--- config.mk ---
export PLATFORM = sky130hd
export DESIGN_NAME = cmac_reg_multi_group_seq
export DESIGN_NICKNAME = d
export VERILOG_FILES = /design/src/rtl/cmac_reg_pkg.sv /design/src/rtl/cmac_reg_grp_fsm.sv /design/src/rtl/cmac_reg_multi_group_seq.sv
export SDC_FILE = /design/constraint.sdc
export NUM_CORES = 1
export LEC_CHECK = 0
export CAP_MARGIN = 20
export CELL_PAD_IN_SITES_DETAIL_PLACEMENT = 0
export CELL_PAD_IN_SITES_GLOBAL_PLACEMENT = 2
export CORE_ASPECT_RATIO = 0.5
export CORE_MARGIN = 4
export CORE_UTILIZATION = 12
export CTS_CLUSTER_SIZE = 20
export DETAILED_ROUTE_END_ITERATION = 7
export MAX_ROUTING_LAYER = met4
export PLACE_DENSITY_LB_ADDON = 0.05
export SLEW_MARGIN = 20
export SYNTH_ARGS = -nofsm -noshare
export SYNTH_HDL_FRONTEND = slang
export SYNTH_SLANG_ARGS = --single-unit
--- constraint.sdc ---
create_clock -name nvdla_core_clk -period 1.7 [get_ports nvdla_core_clk]
set_input_delay 0.255 -clock nvdla_core_clk [delete_from_list [all_inputs] [get_ports nvdla_core_clk]]
set_output_delay 0.255 -clock nvdla_core_clk [all_outputs]
set_load 0.1 [all_outputs]
--- src/rtl/cmac_reg_pkg.sv ---
// Shared encodings for the CMAC multi-group register block: group states,
// register offsets and error bit positions.
package cmac_reg_pkg;

    typedef enum logic [1:0] {
        GRP_IDLE    = 2'd0,
        GRP_PENDING = 2'd1,
        GRP_RUNNING = 2'd2
    } grp_state_e;

    localparam logic [11:0] OFF_S_STATUS    = 12'h000;
    localparam logic [11:0] OFF_S_POINTER   = 12'h004;
    localparam logic [11:0] OFF_D_OP_ENABLE = 12'h008;
    localparam logic [11:0] OFF_S_ERR       = 12'h00C;

    localparam int ERR_ENABLE_BIT = 0;
    localparam int ERR_DONE_BIT   = 1;

endpackage

--- src/rtl/cmac_reg_grp_fsm.sv ---
// Single register group state machine: IDLE -> PENDING -> RUNNING -> IDLE.
module cmac_reg_grp_fsm
    import cmac_reg_pkg::*;
(
    input  logic       clk,
    input  logic       rst,
    input  logic       set_pending,
    input  logic       launch,
    input  logic       done,
    output logic [1:0] state
);

    grp_state_e state_r;
    grp_state_e state_nxt_s;

    // state register
    always_ff @(posedge clk) begin
        if (rst) begin
            state_r <= GRP_IDLE;
        end else begin
            state_r <= state_nxt_s;
        end
    end

    // next-state decode; each transition only fires from its own source state
    always_comb begin
        state_nxt_s = state_r;
        case (state_r)
            GRP_IDLE: begin
                if (set_pending) state_nxt_s = GRP_PENDING;
                else             state_nxt_s = GRP_IDLE;
            end
            GRP_PENDING: begin
                if (launch) state_nxt_s = GRP_RUNNING;
                else        state_nxt_s = GRP_PENDING;
            end
            GRP_RUNNING: begin
                if (done) state_nxt_s = GRP_IDLE;
                else      state_nxt_s = GRP_RUNNING;
            end
            default: state_nxt_s = GRP_IDLE;
        endcase
    end

    assign state = state_r;

endmodule

--- src/rtl/cmac_reg_multi_group_seq.sv ---
// CMAC register block with NUM_GROUPS groups: software fills groups at the
// producer pointer, hardware launches them in order at the consumer pointer.
module cmac_reg_multi_group_seq
    import cmac_reg_pkg::*;
#(
    parameter int          NUM_GROUPS = 2,
    parameter logic [11:0] BASE_ADDR  = 12'h000,
    localparam int         PTR_W      = $clog2(NUM_GROUPS)
) (
    input  logic                    nvdla_core_clk,
    input  logic                    nvdla_core_rst,
    input  logic [11:0]             reg_offset,
    input  logic [31:0]             reg_wr_data,
    input  logic                    reg_wr_en,
    output logic [31:0]             reg_rd_data,
    output logic [PTR_W-1:0]        producer,
    output logic [PTR_W-1:0]        consumer,
    output logic                    op_start,
    output logic [PTR_W-1:0]        op_group,
    input  logic                    op_done,
    output logic [2*NUM_GROUPS-1:0] group_status,
    output logic                    done_irq
);

    localparam logic [11:0]      ADDR_STATUS  = BASE_ADDR + OFF_S_STATUS;
    localparam logic [11:0]      ADDR_POINTER = BASE_ADDR + OFF_S_POINTER;
    localparam logic [11:0]      ADDR_ENABLE  = BASE_ADDR + OFF_D_OP_ENABLE;
    localparam logic [11:0]      ADDR_ERR     = BASE_ADDR + OFF_S_ERR;
    localparam logic [PTR_W-1:0] LAST_GRP     = PTR_W'(NUM_GROUPS - 1);
    localparam logic [PTR_W-1:0] ONE_PTR      = PTR_W'(1);
    localparam logic [PTR_W:0]   NUM_GRP_W    = (PTR_W + 1)'(NUM_GROUPS);

    logic [PTR_W-1:0]        producer_r;
    logic [PTR_W-1:0]        consumer_r;
    logic                    busy_r;
    logic                    op_start_r;
    logic                    done_irq_r;
    logic [1:0]              err_r;

    logic [1:0]              grp_state_s [NUM_GROUPS];
    logic [2*NUM_GROUPS-1:0] group_status_s;
    logic                    enable_req_s;
    logic                    enable_ok_s;
    logic                    enable_bad_s;
    logic                    launch_s;
    logic                    done_ok_s;
    logic                    done_bad_s;
    logic [PTR_W-1:0]        ptr_wr_s;
    logic [PTR_W-1:0]        ptr_wrapped_s;
    logic [1:0]              err_set_s;
    logic [1:0]              err_clr_s;
    logic [1:0]              err_nxt_s;
    logic [31:0]             rd_data_s;
    logic                    unused_wr_data_s;

    // enable is judged against the pre-edge state, so a coincident op_done cannot free it
    assign enable_req_s = reg_wr_en && (reg_offset == ADDR_ENABLE) && reg_wr_data[0];
    assign enable_ok_s  = enable_req_s && (grp_state_s[producer_r] == GRP_IDLE);
    assign enable_bad_s = enable_req_s && (grp_state_s[producer_r] != GRP_IDLE);
    assign launch_s     = !busy_r && (grp_state_s[consumer_r] == GRP_PENDING);
    assign done_ok_s    = op_done && busy_r;
    assign done_bad_s   = op_done && !busy_r;

    assign unused_wr_data_s = ^reg_wr_data[31:2];

    for (genvar g = 0; g < NUM_GROUPS; g++) begin : g_grp
        cmac_reg_grp_fsm u_fsm (
            .clk         (nvdla_core_clk),
            .rst         (nvdla_core_rst),
            .set_pending (enable_ok_s && (producer_r == PTR_W'(g))),
            .launch      (launch_s && (consumer_r == PTR_W'(g))),
            .done        (done_ok_s && (consumer_r == PTR_W'(g))),
            .state       (grp_state_s[g])
        );
        assign group_status_s[2*g +: 2] = grp_state_s[g];
    end

    // producer write value folded into range by compare-and-subtract
    always_comb begin
        ptr_wr_s = reg_wr_data[PTR_W-1:0];
        if ({1'b0, ptr_wr_s} >= NUM_GRP_W) begin
            ptr_wrapped_s = ptr_wr_s - NUM_GRP_W[PTR_W-1:0];
        end else begin
            ptr_wrapped_s = ptr_wr_s;
        end
    end

    // error flags: W1C clear, with a coincident set taking priority
    always_comb begin
        err_set_s                 = 2'b00;
        err_set_s[ERR_ENABLE_BIT] = enable_bad_s;
        err_set_s[ERR_DONE_BIT]   = done_bad_s;
        if (reg_wr_en && (reg_offset == ADDR_ERR)) begin
            err_clr_s = reg_wr_data[1:0];
        end else begin
            err_clr_s = 2'b00;
        end
        err_nxt_s = (err_r & ~err_clr_s) | err_set_s;
    end

    // pointers, busy flag, launch/irq pulses and error register
    always_ff @(posedge nvdla_core_clk) begin
        if (nvdla_core_rst) begin
            producer_r <= {PTR_W{1'b0}};
            consumer_r <= {PTR_W{1'b0}};
            busy_r     <= 1'b0;
            op_start_r <= 1'b0;
            done_irq_r <= 1'b0;
            err_r      <= 2'b00;
        end else begin
            if (reg_wr_en && (reg_offset == ADDR_POINTER)) begin
                producer_r <= ptr_wrapped_s;
            end
            if (done_ok_s) begin
                consumer_r <= (consumer_r == LAST_GRP) ? {PTR_W{1'b0}} : consumer_r + ONE_PTR;
            end
            if (launch_s) begin
                busy_r <= 1'b1;
            end else if (done_ok_s) begin
                busy_r <= 1'b0;
            end
            op_start_r <= launch_s;
            done_irq_r <= done_ok_s;
            err_r      <= err_nxt_s;
        end
    end

    // combinational read mux; unmapped offsets read as zero
    always_comb begin
        rd_data_s = 32'h0000_0000;
        case (reg_offset)
            ADDR_STATUS:  rd_data_s[2*NUM_GROUPS-1:0] = group_status_s;
            ADDR_POINTER: begin
                rd_data_s[PTR_W-1:0]   = producer_r;
                rd_data_s[16 +: PTR_W] = consumer_r;
            end
            ADDR_ENABLE:  rd_data_s[0]   = (grp_state_s[producer_r] != GRP_IDLE);
            ADDR_ERR:     rd_data_s[1:0] = err_r;
            default:      rd_data_s      = 32'h0000_0000;
        endcase
    end

    assign reg_rd_data  = rd_data_s;
    assign producer     = producer_r;
    assign consumer     = consumer_r;
    assign op_start     = op_start_r;
    assign op_group     = consumer_r;
    assign group_status = group_status_s;
    assign done_irq     = done_irq_r;

endmodule

==> results.toml, run 1 <==
[timing]
grt_setup_unrepaired = "no"
fin_crit_ps = 1627
fmax_mhz = 614.7
fin_skew_ps = 2.711
period_share_pct = 95.69
finalHoldViolations = 0
report.final.slew_viol_count = 0
setup_tns_ps = 0
setup-violations-final = 0

[route]
drc_errors = 0
wire_per_inst_um = 11.19
num_vias = 818
drtAntennaViolNets = 0
first_pass_iters = 4
wirelength_mm = 2.618
drt_iter0_drc = 47
vias_per_cell = 3.496

[critical_path]
startpoint_type = "input port"
r2r_start = "consumer$_SDFFE_PP0P_"
timing.critical_path.to = "reg_rd_data[16]"
critPathKind = "in2out"
crit_fanout = 3
endpoint_kind = "output pin"
cp-startpoint = "reg_offset[10]"
critPathArrivalTime_ps = 1370
r2r_cells = 4
cp.required_ps = 1440
r2r_slack_ps = 410
r2r-end = "busy_r$_SDFFE_PP0P_"

[yosys]
syn_inst = 105
synth_top_area_cell = "dfxtp_1"
yosysWarnings = 0
ys_seq_area_share_pct = 27.50
yosysUniqueCellTypes = 31
netlist.area_leader.share_pct = 27.50
synth_edf_count = 0
yosys-top-cells-area = "dfxtp_1, buf_4, nor2_1"
synth_commonest_cells = "buf_4, dfxtp_1, nor2_1"
ys_async_sr_fraction_pct = 0
yosysMostFrequentCell = "buf_4"
yosys_most_used_dff = "dfxtp_1"
synth_area_um2 = 800.8
synth_seq_cells = 11
synth.avg_cell_area_um2 = 7.626

[global_route]
grt_max_degree = 13
first_global_vias = 715
grtUsageTotal_pct = 6.769
grt_pass1_wl_mm = 4.043
overflow = 0
antenna_found_initial = 0

[clock_network]
numCtsBuffers = 3
cts_sinks = 11
path_clk_slew_ps = 40
root_buffer = "clkbuf_16"
hold_buffers = 0
htree_levels = 1
cts_tree = "done"
clk_latency_ps = 240
cts_max_path_buffers = 2

[floorplan]
die_w_um = 123.5
row_count = 20
initial_core_util_pct = 12.80
dieArea_um2 = 8124
ios = 89
die_y_um = 65.77
core_um2 = 6256

[job]
cap_violations = 0

[placed_design]
dp.cells = 229
post_dp_cell_area_um2 = 1445
portBuffers = 31
gp_congestion = 0.6625
hpwl_mm = 2.132

[power_and_ir_drop]
power_density_nw_per_um2 = 696.9
total_power_mw = 1.082
peakVddDrop_mv = 0.2811
power.leakage_nw = 0.5972

[final_layout]
num_antenna_cells = 0
fill_cells = 682
final_cell_area_um2 = 1553
area_growth_pct = 93.91
finalNonFillerCells = 234
regArea_um2 = 242.7
drive_gt1_share_pct = 38.36
nets = 195
multi_input_area_um2 = 561.8

[worst_hold_path]
worstHoldPathType = "in2reg"

[run_status]
status = "finished, final reports clean"
==> timing repair <==
action,4_1_cts,5_1_grt
setup endpoints to repair,8,5
pin swaps,5,6
setup buffers,1,0
gates resized for setup,33,7
==> cell families (layout without fill, tap and decap cells) <==
kind of cell / Yosys count / count (layout) / synth area share, %
XOR/XNOR: 1 / 1 / 1.094
AO/OA/AOI/OAI: 19 / 19 / 15.16
AND/OR/NAND/NOR: 37 / 37 / 24.85
flip-flops: 11 / 11 / 27.50
multiplexers: 1 / 1 / 1.250
other: 1 / 27 / 0.4683
buffers and inverters: 35 / 50 / 29.69
==> area by class of cell <==
cell class                 instances  area share, %
timing repair buffer              43          35.29
multi-input combinational         85          36.18
tap                               88          7.091
sequential                        11          15.63
clock buffer                       4          5.077
inverter                           3         0.7252
==> stage by stage <==
step	worst slack (ps)	hold slack [ps]	utilization [%]
3_5_place_dp	-330.9	469.2	23.10
2_1_floorplan	-415.7	354.1	-
5_1_grt	6.236	490.9	24.82
6_report	73.21	448.7	24.82
3_3_place_gp	-334.0	464.3	23.10
4_1_cts	-0.008771	475.2	24.20
==> sequential cells by signal (all words and copies together) (netlist names) <==
| name | cells |
|---|---|
| g_grp.u_fsm.state | 4 |
| err_r | 2 |
| busy_r | 1 |
| consumer | 1 |
| done_irq | 1 |
| op_start | 1 |
| producer | 1 |
==> cell usage in the layout (no fill, tap or decap), types with 3 or more instances in the layout <==
cell type and instances:
clkdlybuf4s50_1 5, dlygate4sd2_1 3, nor2_1 10, o21ai_0 3
buf_2 3, dfxtp_1 5, dfxtp_4 6, buf_4 9
conb_1 27, clkbuf_16 3, inv_1 3, buf_6 5
a21oi_1 6, buf_12 15, nand2_1 6
==> worst min-delay path by stage <==
| stage | start | to | slack [ps] | cells past startpoint |
|---|---|---|---|---|
| floorplan | op_done | busy_r$_SDFFE_PP0P_ | 350 | 1 |
| global placement | err_r[0]$_SDFF_PP0_ | err_r[0]$_SDFF_PP0_ | 460 | 2 |
| detailed placement | err_r[0]$_SDFF_PP0_ | err_r[0]$_SDFF_PP0_ | 470 | 2 |
| CTS | err_r[0]$_SDFF_PP0_ | err_r[0]$_SDFF_PP0_ | 480 | 2 |
| global route | reg_offset[2] | err_r[0]$_SDFF_PP0_ | 490 | 3 |
| finish | reg_offset[2] | err_r[0]$_SDFF_PP0_ | 450 | 3 |
==> critical path, cell delays in order <==
cell and delay, ps:
buf_2 110, nor4_4 250, nand3_2 120, buf_6 140, buf_6 110, nor3_4 180, buf_12 200
==> power breakdown <==
group / switching (mW) / internal (mW) / total, mW / leakage [nW]
clock network: 0.123 / 0.316 / 0.438 / 0.0382
logic: 0.322 / 0.0599 / 0.382 / 0.465
registers: 0.00705 / 0.255 / 0.262 / 0.0938
total: 0.451 / 0.631 / 1.08 / 0.597
==> routing by layer <==
metal	vias to the layer above	GRT usage (%)	routed length, µm
li1	395	-	-
met1	389	8.867	1209
met2	32	10.14	1196
met3	2	1.376	178
met4	0	2.897	34
met5	-	-	0
Note: power is estimated with default switching activity, not from simulation.
==> run 2: changes to the inputs <==
CORE_MARGIN = 3   (was 4)
==> run 2 against run 1 <==
  * Critical path depth down 2
  * Via count rose by 0.37%
  * Sequential share of layout area shrank 0.27 points
  * Final cell count increased by 3.0%
  * Worst setup slack got worse by 37 ps
==> results.toml, run 2 (synthesized netlist as in run 1, its figures left out) <==
[critical_path]
slowest_delay_ps = 360
path_cells = "nor3_2 -> a21oi_2 -> a211oi_2 -> a211oi_4 -> buf_12"
crit_fanout = 7
critical_path.top_delay_family = "compound AO/OA/AOI/OAI gates"
critPathKind = "reg2out"
endpoint_kind = "output pin"
path_buf_inv = 1
critPathArrivalTime_ps = 1410
cp.required_ps = 1440
slowest_stage = "dfxtp_4"
startpoint_type = "flip-flop"

[clock_network]
cts_max_path_buffers = 2
htree_levels = 1
clk_latency_ps = 240
hold_buffers = 0
numCtsBuffers = 3
cts_tree = "done"
cts_sinks = 11
path_clk_slew_ps = 40
root_buffer = "clkbuf_16"

[global_route]
overflow = 0
grt_max_degree = 13
first_global_vias = 740
grtUsageTotal_pct = 6.799
grt_pass1_wl_mm = 3.933
antenna_found_initial = 0

[power_and_ir_drop]
power.leakage_nw = 0.6313
total_power_mw = 1.091
power_density_nw_per_um2 = 690.1
peakVddDrop_mv = 0.2680

[floorplan]
dieArea_um2 = 7749
ios = 89
initial_core_util_pct = 12.80
core_um2 = 6256
die_y_um = 63.77
die_w_um = 121.5
row_count = 20

[timing]
fin_skew_ps = 1.296
fmax_mhz = 601.1
report.final.slew_viol_count = 0
finalHoldViolations = 0
setup_tns_ps = 0
grt_setup_unrepaired = "yes"
setup_ws_ps = 36.29
fin_crit_ps = 1664
setup-violations-final = 0
holdWs_ps = 450.7
period_share_pct = 97.87

[placed_design]
dp.cells = 228
hpwl_mm = 2.021
portBuffers = 31
gp_congestion = 0.6632
pre_cts_slack_ps = -379.9
post_dp_cell_area_um2 = 1438

[final_layout]
fill_cells = 680
nets = 202
final_cell_area_um2 = 1580
area_growth_pct = 97.34
num_antenna_cells = 0
largest_reg_flops = 4
multi_input_area_um2 = 540.5
final_cell_mix = "conb_1, buf_4, buf_12"
regArea_um2 = 242.7
finalNonFillerCells = 241
drive_gt1_share_pct = 40.52
final_common_cell = "conb_1"
post-route-util_pct = 25.26

[route]
wire_per_inst_um = 10.65
vias_per_cell = 3.407
first_pass_iters = 2
drtAntennaViolNets = 0
num_vias = 821
drt_iter0_drc = 25
wirelength_mm = 2.566
drc_errors = 0

[run_status]
status = "finished, final reports clean"

[worst_hold_path]
worstHoldPathType = "in2reg"

[job]
cap_violations = 0
-- run 2: cell type report --
type                    instances  area share (%)
clock buffers                   4           4.988
inverters                       3          0.7126
multi-input cells              85           34.20
flip-flops and latches         11           15.36
well taps                      88           6.968
repair buffers                 50           37.77
-- run 2: power breakdown --
group	leakage, nW	internal (mW)	switching [mW]
clock	0.0382	0.316	0.127
combinational	0.499	0.0660	0.323
sequential	0.0938	0.255	0.00383
-- run 2: worst paths after layout --
| kind | slack [ps] | to | start | depth (start not counted) |
|---|---|---|---|---|
| min reg2reg | 480 | err_r[0]$_SDFF_PP0_ | err_r[0]$_SDFF_PP0_ | 2 |
| max reg2reg | 320 | op_start$_SDFF_PP0_ | g_grp[0].u_fsm.state[1]$_SDFF_PP0_ | 4 |
| max | 40 | reg_rd_data[0] | g_grp[0].u_fsm.state[0]$_SDFF_PP0_ | 5 |
| min | 450 | err_r[0]$_SDFF_PP0_ | reg_offset[2] | 3 |
-- run 2: routing by layer --
metal	share of wire [%]	global-route usage, %	vias up
met1	45	8.373	376
li1	-	-	410
met2	47	10.93	31
met5	0	-	-
met4	1.7	2.514	0
met3	5.7	1.592	4
-- run 2: what timing repair did --
item,in CTS,in global routing
gates resized for setup,34,2
endpoints found under the hold margin,0,0
pin swaps,5,5
setup buffers,1,8
setup endpoints to repair,7,4
-- run 2: worst reg2reg max path, stage by stage, from the launching register on --
cell and delay (ps):
dfxtp_4 360, buf_4 130, or3b_2 460, o21ai_0 130, nor3b_1 220
